==> src/rtl/adder_pkg.sv <==
// rtl/adder_pkg.sv - op encodings and chunk-width helper for the pipelined adder
package adder_pkg;

   localparam logic OP_ADD = 1'b0;
   localparam logic OP_SUB = 1'b1;

   // Returns 0 for an illegal split so the top can refuse to elaborate.
   function automatic int chunk_width(input int width, input int stages);
      if (stages < 1 || stages > width || (width % stages) != 0) begin
         return 0;
      end
      return width / stages;
   endfunction

endpackage

==> src/rtl/adder_slice.sv <==
// rtl/adder_slice.sv - combinational CHUNK-bit ripple of full-adder cells
module adder_slice
   import adder_pkg::*;
#(
   parameter int CHUNK = 4
) (
   input  logic [CHUNK-1:0] a,
   input  logic [CHUNK-1:0] b,
   input  logic             cin,
   output logic [CHUNK-1:0] sum,
   output logic             cout,
   output logic             cmsb
);

   logic carry;

   always_comb begin
      carry = cin;
      cmsb  = cin;
      sum   = '0;
      for (int i = 0; i < CHUNK; i++) begin
         if (i == CHUNK - 1) begin
            cmsb = carry;
         end
         sum[i] = a[i] ^ b[i] ^ carry;
         carry  = (a[i] & b[i]) | (carry & (a[i] ^ b[i]));
      end
      cout = carry;
   end

endmodule

==> src/rtl/pipelined_adder.sv <==
// rtl/pipelined_adder.sv - pipelined ripple-carry add/sub, one chunk per stage,
// valid chain with global stall on output backpressure
module pipelined_adder
   import adder_pkg::*;
#(
   parameter int WIDTH  = 16,
   parameter int STAGES = 4
) (
   input  logic             clk_in,
   input  logic             rst_n_in,
   input  logic             valid_in,
   output logic             ready_out,
   input  logic [WIDTH-1:0] a_in,
   input  logic [WIDTH-1:0] b_in,
   input  logic             c_in,
   input  logic             op_in,
   output logic             valid_out,
   input  logic             ready_in,
   output logic [WIDTH-1:0] sum_out,
   output logic             carry_out,
   output logic             overflow_out
);

   localparam int CHUNK = chunk_width(WIDTH, STAGES);

   if (CHUNK == 0) begin : g_bad_split
      $error("pipelined_adder: WIDTH must be a multiple of STAGES");
   end

   logic              advance;
   logic [STAGES-1:0] valid_q;
   logic [STAGES-1:0] carry_q;
   logic              ovf_q;
   logic [WIDTH-1:0]  a_q      [STAGES];
   logic [WIDTH-1:0]  b_q      [STAGES];
   logic [WIDTH-1:0]  sum_q    [STAGES];

   logic [WIDTH-1:0]  stage_a  [STAGES];
   logic [WIDTH-1:0]  stage_b  [STAGES];
   logic [WIDTH-1:0]  next_sum [STAGES];
   logic [STAGES-1:0] stage_cin;
   logic [STAGES-1:0] slice_cout;
   logic [WIDTH-1:0]  slice_sum;
   logic              msb_cin;

   assign advance   = ~valid_q[STAGES-1] | ready_in;
   assign ready_out = advance;

   // Stage 0 sees the live operands; later stages see the skewed copies.
   always_comb begin
      stage_a   = '{default: '0};
      stage_b   = '{default: '0};
      next_sum  = '{default: '0};
      stage_cin = '0;
      stage_a[0]   = a_in;
      stage_b[0]   = (op_in == OP_SUB) ? ~b_in : b_in;
      stage_cin[0] = (op_in == OP_SUB) ? 1'b1 : c_in;
      for (int k = 1; k < STAGES; k++) begin
         stage_a[k]   = a_q[k-1];
         stage_b[k]   = b_q[k-1];
         stage_cin[k] = carry_q[k-1];
         next_sum[k]  = sum_q[k-1];
      end
      for (int k = 0; k < STAGES; k++) begin
         next_sum[k][k*CHUNK +: CHUNK] = slice_sum[k*CHUNK +: CHUNK];
      end
   end

   for (genvar k = 0; k < STAGES; k++) begin : g_slice
      if (k == STAGES - 1) begin : g_last
         adder_slice #(.CHUNK(CHUNK)) u_slice (
            .a    (stage_a[k][k*CHUNK +: CHUNK]),
            .b    (stage_b[k][k*CHUNK +: CHUNK]),
            .cin  (stage_cin[k]),
            .sum  (slice_sum[k*CHUNK +: CHUNK]),
            .cout (slice_cout[k]),
            .cmsb (msb_cin)
         );
      end else begin : g_mid
         logic cmsb_unused;
         adder_slice #(.CHUNK(CHUNK)) u_slice (
            .a    (stage_a[k][k*CHUNK +: CHUNK]),
            .b    (stage_b[k][k*CHUNK +: CHUNK]),
            .cin  (stage_cin[k]),
            .sum  (slice_sum[k*CHUNK +: CHUNK]),
            .cout (slice_cout[k]),
            .cmsb (cmsb_unused)
         );
      end
   end

   always_ff @(posedge clk_in or negedge rst_n_in) begin
      if (!rst_n_in) begin
         valid_q <= '0;
         carry_q <= '0;
         ovf_q   <= 1'b0;
         for (int k = 0; k < STAGES; k++) begin
            a_q[k]   <= '0;
            b_q[k]   <= '0;
            sum_q[k] <= '0;
         end
      end else if (advance) begin
         valid_q[0] <= valid_in;
         for (int k = 1; k < STAGES; k++) begin
            valid_q[k] <= valid_q[k-1];
         end
         for (int k = 0; k < STAGES; k++) begin
            a_q[k]   <= stage_a[k];
            b_q[k]   <= stage_b[k];
            sum_q[k] <= next_sum[k];
         end
         carry_q <= slice_cout;
         ovf_q   <= slice_cout[STAGES-1] ^ msb_cin;
      end
   end

   assign valid_out    = valid_q[STAGES-1];
   assign sum_out      = sum_q[STAGES-1];
   assign carry_out    = carry_q[STAGES-1];
   assign overflow_out = ovf_q;

endmodule

==> config.mk <==
export PLATFORM = sky130hd
export DESIGN_NAME = pipelined_adder
export DESIGN_NICKNAME = d
export VERILOG_FILES = /design/src/rtl/adder_pkg.sv /design/src/rtl/adder_slice.sv /design/src/rtl/pipelined_adder.sv
export SDC_FILE = /design/constraint.sdc
export NUM_CORES = 1
export LEC_CHECK = 0
export CORE_MARGIN = 3
export CORE_UTILIZATION = 35
export CTS_BUF_LIST = sky130_fd_sc_hd__clkbuf_16
export CTS_CLUSTER_DIAMETER = 80
export DETAILED_ROUTE_END_ITERATION = 8
export GPL_ROUTABILITY_DRIVEN = 1
export REMOVE_ABC_BUFFERS = 1
export SYNTH_ARGS = -nofsm -noshare
export SYNTH_HDL_FRONTEND = slang
export SYNTH_SLANG_ARGS = --single-unit
==> constraint.sdc <==
create_clock -name clk_in -period 3.1 [get_ports clk_in]
set_input_delay 0.31 -clock clk_in [delete_from_list [all_inputs] [get_ports clk_in]]
set_output_delay 0.31 -clock clk_in [all_outputs]
set_load 0.01 [all_outputs]
==> run metrics <==
Netlist cell types 18; Synth Area in Compound Gates 2.09%; Crit. End Element register; final setup fails 0; TNS Setup 0 ps; Crit Path Class in -> reg; largest net degree at the start of global routing 92; WHS -13.5 ps; Worst Path Arrival 2870 ps; total setup buffers inserted after CTS 0; met3 wire length 335 µm; CTS tree built; CTS Buf Count 9; fin. max-slew vios 0; adder-cell area share of the yosys netlist 7.52%; I/O pin total 58; final worst slack 455 ps; height of the die 116 µm; Net Sw Frac 29.0%; power per cell area 951 nW/µm²; Global Route Usage Sum 11.6%; global-route wire length before repair 12.1 mm; drt drc 0; layout cells sized above 1 32.3%; core footprint 11700 µm²; mapped cell area 4260 µm²; failing checks hold timing; Routed WL per cell 14.6 µm; Port Buf Inserts 57; Largest stage delay, worst path 610 ps; clock slew at reported path FFs 60 ps; Chip Width 116 µm; Slew headroom 58.8%; Placer Congestion 0.668; antenna violations before repair 0; Clk pwr share 21.0%; Max Clk Rate 0.378 GHz; Comb pwr share 36.4%; Antenna Nets Post-Route 0; DPL Wire Length 4.61 mm; Cell Area, Placed 4970 µm²; Critical Path Most Common Cell fa_1; P_sw 1.45 mW; post-synthesis mux area share 22.8%; Final nets 393; # Max-Cap Violations 0; FF+latch count, synth 97; # diodes 0; via count 2236; RSZ-0062 raised after global routing no; post-synthesis sequential area ratio 57.0%; Yosys Warn Count 0; final clock skew 5.74 ps; Critical Path RT 3320 ps; crit path cell chain clkdlybuf4s50_1 > xnor2_1 > fa_1 > inv_1 > fa_1 > inv_1 > fa_1 > inv_1 > fa_1 > mux2_2; final wirelength 7.11 mm; Root Driver clkbuf_16; register share of total power 42.6%; Post-CTS Resized 0; worst skew pair latency 330 ps; Syn Inst Count 281; clock buffer depth 2; Hold-fix buffers, CTS 0; Int Pwr 3.54 mW; final worst-path cycle share 85.3%; Max Fanout on Critical Path 3; worst hold path class in -> async; Final min period 2650 ps; total grt overflow 0; H-tree levels 3; vias in the first global route 2398; DRT iter0 DRCs 129; CTS Sinks 97; Leak 2.26 nW; routed length on met2 3.30 mm; measured slew at the worst slew-check pin 618 ps; combinational family with the most area after synthesis multiplexers; die area 13500 µm²; area delta synth->final 23.2%; routed length on met1 3.36 mm; Final Instance Area 5250 µm²; status finished, violations left; Simple-Gate Fraction of Synth Area 2.50%; row cnt 39; initial core utilization 36.5%; Bufs and invs on worst path 4; Place WS 101 ps; max layer used met4; Fin. Hold Viols 13; Slowest cell on crit path clkdlybuf4s50_1; worst vdd ir 414 µV; Core Util, Final 45.0%; XOR/XNOR Fraction of Synth Area 3.50%; family with the most delay on the worst path adder cells; Syn Area/Cell 15.2 µm²; Setup crit start kind primary input; DRT Pass-1 Iters 3; Via density 4.59
## power by group through the flow
| stage | sequential (mW) | combinational, mW | clock, mW |
|---|---|---|---|
| 6_report | 2.13 | 1.82 | 1.05 |
| 5_1_grt | 2.21 | 2.04 | 1.15 |
| 4_1_cts | 2.14 | 1.86 | 1.09 |
| 3_5_place_dp | 2.16 | 1.85 | 0 |
| 3_3_place_gp | 2.14 | 1.81 | 0 |
| 2_1_floorplan | 2.15 | 1.19 | 0 |
## state kept, by name, indices dropped and copies added, names as in the netlist
| signal | count |
|---|---|
| a_q | 24 |
| b_q | 24 |
| carry_q | 4 |
| next_sum | 24 |
| overflow_out | 1 |
| sum_out | 16 |
| valid_q | 4 |
## synthesized netlist by cell type
master    count  area, µm²
nand2b_4      1       13.8
a21oi_1       2       10.0
dfrtp_1      97       2430
nor2_1        1       3.75
inv_1        26       97.6
nor3b_1      11       82.6
fa_1         16        320
mux2_4        4       60.1
mux2i_1       2       20.0
a21oi_2       9       78.8
xor2_1       12        105
mux2_2       79        890
xnor2_1       5       43.8
nand2b_1      1       6.26
buf_6         4       45.0
clkbuf_1      2       7.51
buf_4         1       7.51
buf_2         8       40.0
## area by class of cell
type,instances,area (µm²)
Clock buffer,9,225
Clock inverter,7,55.1
Fill cell,1061,6410
Inverter,26,97.6
Multi-Input combinational cell,143,1630
Sequential cell,97,2430
Tap cell,143,179
Timing Repair Buffer,62,631
## placed cells by master, fill, tap and decap left out
| cell | synthesis | layout |
|---|---|---|
| dfrtp_1 | 97 | 97 |
| nor3b_1 | 11 | 11 |
| xor2_1 | 12 | 12 |
| nand2b_1 | 1 | 1 |
| clkinv_2 | 0 | 2 |
| mux2i_1 | 2 | 2 |
| clkdlybuf4s50_1 | 0 | 56 |
| fa_1 | 16 | 16 |
| xnor2_1 | 5 | 5 |
| clkinv_1 | 0 | 1 |
| buf_4 | 1 | 4 |
| nor2_1 | 1 | 1 |
| buf_12 | 0 | 2 |
| clkbuf_16 | 0 | 9 |
| a21oi_1 | 2 | 2 |
| bufinv_16 | 0 | 1 |
| mux2_2 | 79 | 79 |
| nand2b_4 | 1 | 1 |
| mux2_4 | 4 | 4 |
| a21oi_2 | 9 | 9 |
| inv_1 | 26 | 29 |
## layer usage
metal,track usage [%],vias to the layer above
met3,3.83,11
met5,0,-
li1,-,1044
met4,3.94,0
met1,15.8,1140
met2,17.6,41
## worst register-to-register path: cells and delay by family (launching register included)
family	cells	cell delay (ps)
xor gates and xnor gates	1	80
adders and majority gates	4	1190
DFF	1	400
muxes	1	260
buffers and inverters	3	220
## cells by family (layout without fill, tap and decap cells)
kind of cell             count (synthesis)  after routing
XOR/XNOR                                17             17
AND/OR/NAND/NOR                         14             14
buffers and inverters                   41            104
AO/OA/AOI/OAI                           11             11
flip-flops                              97             97
multiplexers                            85             85
adder cells (fa/ha/maj)                 16             16
## final timing paths
path | start | end | slack (ps) | cells after the start
max in group asynchronous | rst_n_in | b_q[41] | 2420 | 2
min | rst_n_in | sum_out[9] | -10 | 1
max reg2reg | a_q[28] | overflow_out | 850 | 9
min in group clk_in | valid_q[2] | valid_q[3] | 460 | 1
max | op_in | next_sum[35] | 450 | 10
min reg2reg | valid_q[2] | valid_q[3] | 460 | 1
## per-stage QoR
stage / std cells / total power, mW
after floorplan: 266 / 3.35
after CTS: 487 / 5.10
after detailed placement: 471 / 4.01
after global placement: 471 / 3.95
after global routing: 487 / 5.40
final: 487 / 4.99
(Power assumes the default switching activity.)
